$ cat src/rtl/uart_pkg.sv
// uart_pkg -- shared definitions for the UART transmit path.
//   send_state_t : sender FSM states (S_IDLE, S_BUSY)
//   BYTE_W       : width of one transmitted byte
//   MARKER_DEF   : default end-of-frame marker byte
package uart_pkg;
  localparam int BYTE_W = 8;
  localparam logic [BYTE_W-1:0] MARKER_DEF = 8'hA5;

  typedef enum logic [0:0] {
    S_IDLE = 1'b0,
    S_BUSY = 1'b1
  } send_state_t;
endpackage

$ cat src/rtl/sync_fifo.sv
// sync_fifo -- single-clock FIFO, W bits wide, DEPTH (power of two) entries.
// Ports:
//   clk, reset     : clock, synchronous active-low reset (empties the FIFO)
//   i_push/i_wdata : write request and data (caller never pushes when full)
//   i_pop          : read request (caller never pops when empty)
//   o_head         : entry at the read pointer (show-ahead)
//   o_count        : occupancy, 0..DEPTH
//   o_full/o_empty : occupancy flags
module sync_fifo #(
  parameter int W     = 8,
  parameter int DEPTH = 16
) (
  input  logic                     clk,
  input  logic                     reset,
  input  logic                     i_push,
  input  logic [W-1:0]             i_wdata,
  input  logic                     i_pop,
  output logic [W-1:0]             o_head,
  output logic [$clog2(DEPTH):0]   o_count,
  output logic                     o_full,
  output logic                     o_empty
);
  localparam int AW = $clog2(DEPTH);
  localparam int CW = AW + 1;

  logic [W-1:0]  r_mem [DEPTH];
  logic [AW-1:0] r_wr;
  logic [AW-1:0] r_rd;
  logic [CW-1:0] r_count;

  // Storage needs no reset; pointers and count define what is valid.
  always_ff @(posedge clk) begin
    if (i_push) r_mem[r_wr] <= i_wdata;
  end

  always_ff @(posedge clk) begin
    if (!reset) begin
      r_wr    <= '0;
      r_rd    <= '0;
      r_count <= '0;
    end else begin
      if (i_push) r_wr <= r_wr + AW'(1);
      if (i_pop)  r_rd <= r_rd + AW'(1);
      case ({i_push, i_pop})
        2'b10:   r_count <= r_count + CW'(1);
        2'b01:   r_count <= r_count - CW'(1);
        default: r_count <= r_count;
      endcase
    end
  end

  assign o_head  = r_mem[r_rd];
  assign o_count = r_count;
  assign o_full  = (r_count == CW'(DEPTH));
  assign o_empty = (r_count == '0);
endmodule

$ cat src/rtl/tx_pixel_packer.sv
// tx_pixel_packer -- packs a 1-bit pixel stream into bytes (pixel k -> bit k),
// buffers them in a FIFO and feeds a UART transmitter paced by tx_done_tick.
// Optional feature macro: FRAME_MARKER_EN (append MARKER after each frame).
// Ports:
//   clk, reset          : clock, synchronous active-low reset
//   pix_valid/pix_bit   : pixel handshake input, pix_last ends a frame
//   pix_ready           : pixel accepted this cycle (from registered state only)
//   tx_start, din       : one-cycle load strobe and byte for the transmitter
//   tx_done_tick        : transmitter finished the current byte
//   fifo_count          : bytes buffered
module tx_pixel_packer
  import uart_pkg::*;
#(
  parameter int                DEPTH  = 16,
  parameter logic [BYTE_W-1:0] MARKER = MARKER_DEF
) (
  input  logic                   clk,
  input  logic                   reset,
  input  logic                   pix_valid,
  input  logic                   pix_bit,
  input  logic                   pix_last,
  output logic                   pix_ready,
  output logic                   tx_start,
  output logic [BYTE_W-1:0]      din,
  input  logic                   tx_done_tick,
  output logic [$clog2(DEPTH):0] fifo_count
);
  localparam int CW = $clog2(DEPTH) + 1;

  logic [BYTE_W-1:0] r_pk;
  logic [2:0]        r_pidx;
  logic [BYTE_W-1:0] r_din;
  logic              r_tx_start;
  send_state_t       r_state;

  logic              w_xfer;
  logic [BYTE_W-1:0] w_byte;
  logic              w_pix_push;
  logic              w_push;
  logic [BYTE_W-1:0] w_wdata;
  logic              w_pop;
  logic [BYTE_W-1:0] w_head;
  logic [CW-1:0]     w_count;
  logic              w_full;
  logic              w_empty;

  assign w_xfer     = pix_valid & pix_ready;
  // Bits above pidx are still zero, so OR-ing in the new bit both merges it
  // and zero-pads a partial byte flushed by pix_last.
  assign w_byte     = r_pk | (BYTE_W'(pix_bit) << r_pidx);
  assign w_pix_push = w_xfer & ((r_pidx == 3'd7) | pix_last);

`ifdef FRAME_MARKER_EN
  logic r_mark_pend;

  always_ff @(posedge clk) begin
    if (!reset) r_mark_pend <= 1'b0;
    else        r_mark_pend <= w_pix_push & pix_last;
  end

  // Two free slots are held back so the marker always fits behind the last
  // data byte; the marker cycle itself takes the FIFO write port.
  assign w_push    = w_pix_push | r_mark_pend;
  assign w_wdata   = r_mark_pend ? MARKER : w_byte;
  assign pix_ready = ~r_mark_pend & ~w_full & (w_count <= CW'(DEPTH - 2));
`else
  logic w_unused_marker;
  assign w_unused_marker = ^MARKER;

  assign w_push    = w_pix_push;
  assign w_wdata   = w_byte;
  assign pix_ready = ~w_full;
`endif

  always_ff @(posedge clk) begin
    if (!reset) begin
      r_pk   <= '0;
      r_pidx <= '0;
    end else if (w_xfer) begin
      if (w_pix_push) begin
        r_pk   <= '0;
        r_pidx <= '0;
      end else begin
        r_pk   <= w_byte;
        r_pidx <= r_pidx + 3'd1;
      end
    end
  end

  sync_fifo #(.W(BYTE_W), .DEPTH(DEPTH)) u_fifo (
    .clk     (clk),
    .reset   (reset),
    .i_push  (w_push),
    .i_wdata (w_wdata),
    .i_pop   (w_pop),
    .o_head  (w_head),
    .o_count (w_count),
    .o_full  (w_full),
    .o_empty (w_empty)
  );

  // A tick coinciding with our own tx_start cannot belong to the byte just
  // loaded, so it is ignored; this also keeps tx_start from repeating.
  assign w_pop = ~w_empty &
                 ((r_state == S_IDLE) |
                  ((r_state == S_BUSY) & tx_done_tick & ~r_tx_start));

  always_ff @(posedge clk) begin
    if (!reset) begin
      r_state    <= S_IDLE;
      r_tx_start <= 1'b0;
      r_din      <= '0;
    end else begin
      r_tx_start <= w_pop;
      if (w_pop) r_din <= w_head;
      case (r_state)
        S_IDLE:  if (!w_empty) r_state <= S_BUSY;
        S_BUSY:  if (tx_done_tick && !r_tx_start && w_empty) r_state <= S_IDLE;
        default: r_state <= S_IDLE;
      endcase
    end
  end

  assign tx_start   = r_tx_start;
  assign din        = r_din;
  assign fifo_count = w_count;
endmodule

$ cat config.mk
export PLATFORM = sky130hd
export DESIGN_NAME = tx_pixel_packer
export DESIGN_NICKNAME = d
export VERILOG_FILES = /design/src/rtl/uart_pkg.sv /design/src/rtl/sync_fifo.sv /design/src/rtl/tx_pixel_packer.sv
export SDC_FILE = /design/constraint.sdc
export NUM_CORES = 1
export LEC_CHECK = 0
export ABC_AREA = 1
export BUFFER_PORTS_ARGS = -buffer_cell sky130_fd_sc_hd__buf_4
export CAP_MARGIN = 20
export CORE_MARGIN = 2
export CORE_UTILIZATION = 55
export CTS_CLUSTER_SIZE = 25
export DETAILED_ROUTE_END_ITERATION = 16
export PLACE_DENSITY = 0.81
export RECOVER_POWER = 100
export SLEW_MARGIN = 20
export SYNTH_ARGS = -nofsm -noshare
export SYNTH_HDL_FRONTEND = slang
export SYNTH_SLANG_ARGS = --single-unit
$ cat constraint.sdc
create_clock -name clk -period 5.4 [get_ports clk]
set_input_delay 0.27 -clock clk [delete_from_list [all_inputs] [get_ports clk]]
set_output_delay 0.27 -clock clk [all_outputs]
set_load 0.01 [all_outputs]
==> results.ini <==
[worst_setup_path]
cp-end-kind=flop
critical_path.most_common_cell=nand3_1
worstPathArrival_ps=3950
crit_start=u_fifo.r_rd[0]
r2r_cells=8
critPathKind=flop to flop
crit_path_max_fanout=66
crit_path_top_delay_cell=clkbuf_1
max_stage_delay_ps=2180
cp_cell_sequence=clkbuf_1, nand2_1, nand3_1, nand3_1, nand3_1, nand3_1, nand2_1, inv_1
regToRegSetupSlack_ps=1770
cp-start-kind=flop
crit_end=din[6]
r2r-end=din[6]
cp_data_required_time_ps=5720
r2r-start=u_fifo.r_rd[0]

[global_routing]
grt_antenna_before_repair=0
grt_max_degree=67
first_global_vias=4938
grt_use_total_pct=24.0
grt_pass1_wl_mm=25.4
grt_overflow_total=0

[floorplanning]
die_width_um=119
start_util_pct=56.7
die_h_um=119
dieArea_um2=14100
row_count=41
ios=21
core_area_um2=12700

[drt]
routed_wirelength_mm=16.1
viasPerCell=5.42
wl_per_cell_um=17.0
drc=0
dr.pass1.iters=5
drt_first_iter_violations=712
ant_nets=0
vias=5132

[clock_tree]
worst_skew_pair.late_latency_ps=420
cts_root_buffer=clkbuf_16
cts_buffer_depth=2
cts_tree=built
clock-sinks=162
htreeDepth=4
cts_resized=0
post_cts_buffers=0
cts_inserted_buffers=17
cts_hold_buf=0
clk_pin_slew_ps=60

[power]
p_int_mw=2.50
p_per_area_nw_per_um2=478
swShare_pct=33.9
pwr-share-comb_pct=29.2
p_seq_share_pct=39.0
vdd.ir_drop.worst_mv=0.374
net-switching-power_mw=1.28
pwr-share-clk_pct=31.7
p_leak_nw=3.32

[placed_design]
io_buffers=20
hpwl_mm=9.65
gp_congestion=0.869
placed_area_um2=7450

[run_status]
status=complete, but fails checks
violations=max-capacitance violations, max-slew violations

[yosys]
netlist.area_leader.share_pct=53.3
async_flop_share_pct=0
yosys-top-cells-area=edfxtp_1 53%, nand2_1 12%, dfxtp_1 9.4%, nand3_1 6.7%, inv_1 5.3%
synthesis.area_um2=7220
ys_types=35
ys.flop_type=edfxtp_1
yosys.area.top_type=edfxtp_1
synth_edf_count=128
ys_ff_latch=162
ys_seq_area_share_pct=62.7
syn_area_per_cell_um2=9.69
synth_cells=745
yosys_warnings=0
syn-num-nets=763

[cells_and_area]
layout_common_cells=232 x nand2_1, 128 x edfxtp_1, 100 x inv_1
finalNetCount=779
area_growth_pct=9.78
mostFrequentLayoutCell=nand2_1
design_area_um2=7920
fillCellCount=1032
drive_gt1_share_pct=6.07
diodes=0

[sta]
rsz0062_at_grt=false
setup_tns_ps=0
timing.max_slew.rel_slack_pct=-107
min_period_ps=3630
skew_ps=8.52
hold_viol_final=0
fmax_mhz=276
setup_violations=0
post-route-period-util_pct=67.1
finalMaxSlewViolations=134
max_slew.worst_pin.slew_ps=3100

[hold_path]
hold_path_class=input port to flop

[job]
max_cap_viol_count=2

-- flip-flops by register name, indices dropped and copies added (netlist names) --
signal / flops
u_fifo.r_mem: 128
r_pk: 8
u_fifo.o_count: 5
r_pidx: 3
r_state: 1
u_fifo.r_wr: 4
din: 8
u_fifo.r_rd: 4
tx_start: 1
-- logic make-up after synthesis --
family | synth area share (%)
AOI/OAI and AO/OA | 3.00
xor gates and xnor gates | 0.607
adders and majority gates | 2.18
buffers and inverters | 8.22
DFF | 62.7
and+or+nand+nor | 23.3
-- power groups by stage --
stage / registers, mW / logic, mW / clock network, mW
finish: 1.48 / 1.11 / 1.20
global route: 1.48 / 1.23 / 1.26
CTS: 1.48 / 1.09 / 1.21
detailed placement: 1.50 / 1.07 / 0
global placement: 1.50 / 1.03 / 0
floorplan: 1.50 / 0.822 / 0
-- layer usage --
metal | vias to the layer above | global-route usage, % | share of wire [%] | wire (µm)
li1 | 2438 | - | - | -
met1 | 2416 | 31.5 | 40 | 6460
met2 | 240 | 39.1 | 49 | 7960
met3 | 38 | 5.45 | 8.1 | 1300
met4 | 0 | 9.30 | 2.3 | 366
met5 | - | 0 | 0 | 0
-- stage by stage --
step	total power, mW	setup slack [ps]	utilization, %	cells	hold slack [ps]
2_1_floorplan	2.32	3020	-	745	393
3_3_place_gp	2.53	2900	58.5	913	434
4_1_cts	3.78	2690	63.2	945	137
5_1_grt	3.98	1550	62.3	946	136
6_report	3.79	1770	62.3	946	144
3_5_place_dp	2.58	2700	58.5	913	438
-- how the worst min path moves through the flow --
stage                  from             end  cells after the start
floorplan             reset  u_fifo.r_rd[2]                      2
global placement    r_pk[1]         r_pk[1]                      2
detailed placement  r_pk[1]         r_pk[1]                      2
CTS                   reset  u_fifo.r_rd[2]                      3
global route          reset  u_fifo.r_rd[2]                      3
finish                reset  u_fifo.r_rd[2]                      3
-- Yosys cell counts, types with 2 or more instances --
cell type / number
a21oi_1: 15
clkbuf_1: 2
inv_1: 101
nand2_1: 230
xor2_1: 4
edfxtp_1: 128
or2_2: 4
nor2_1: 48
buf_6: 3
nor4_1: 2
buf_2: 16
clkinv_1: 2
inv_2: 2
ha_1: 11
nand2_4: 2
dfxtp_1: 34
nand3_1: 96
nor3_1: 3
a21oi_2: 7
buf_4: 8
o21ai_0: 13
-- worst max-delay path: cells and delay by family (launching register included) --
family	cells	cell delay [ps]
buffers and inverters	2	2220
DFF	1	340
and+or+nand+nor	6	930
-- layout make-up --
class	count	area (µm²)	area share [%]
Tap cell	172	215	2.72
Multi-Input combinational cell	446	2050	25.8
Clock inverter	13	161	2.04
Inverter	106	400	5.05
Clock buffer	19	433	5.46
Sequential cell	162	4520	57.1
Timing Repair Buffer	28	143	1.80
Note: power is estimated with default switching activity, not from simulation.
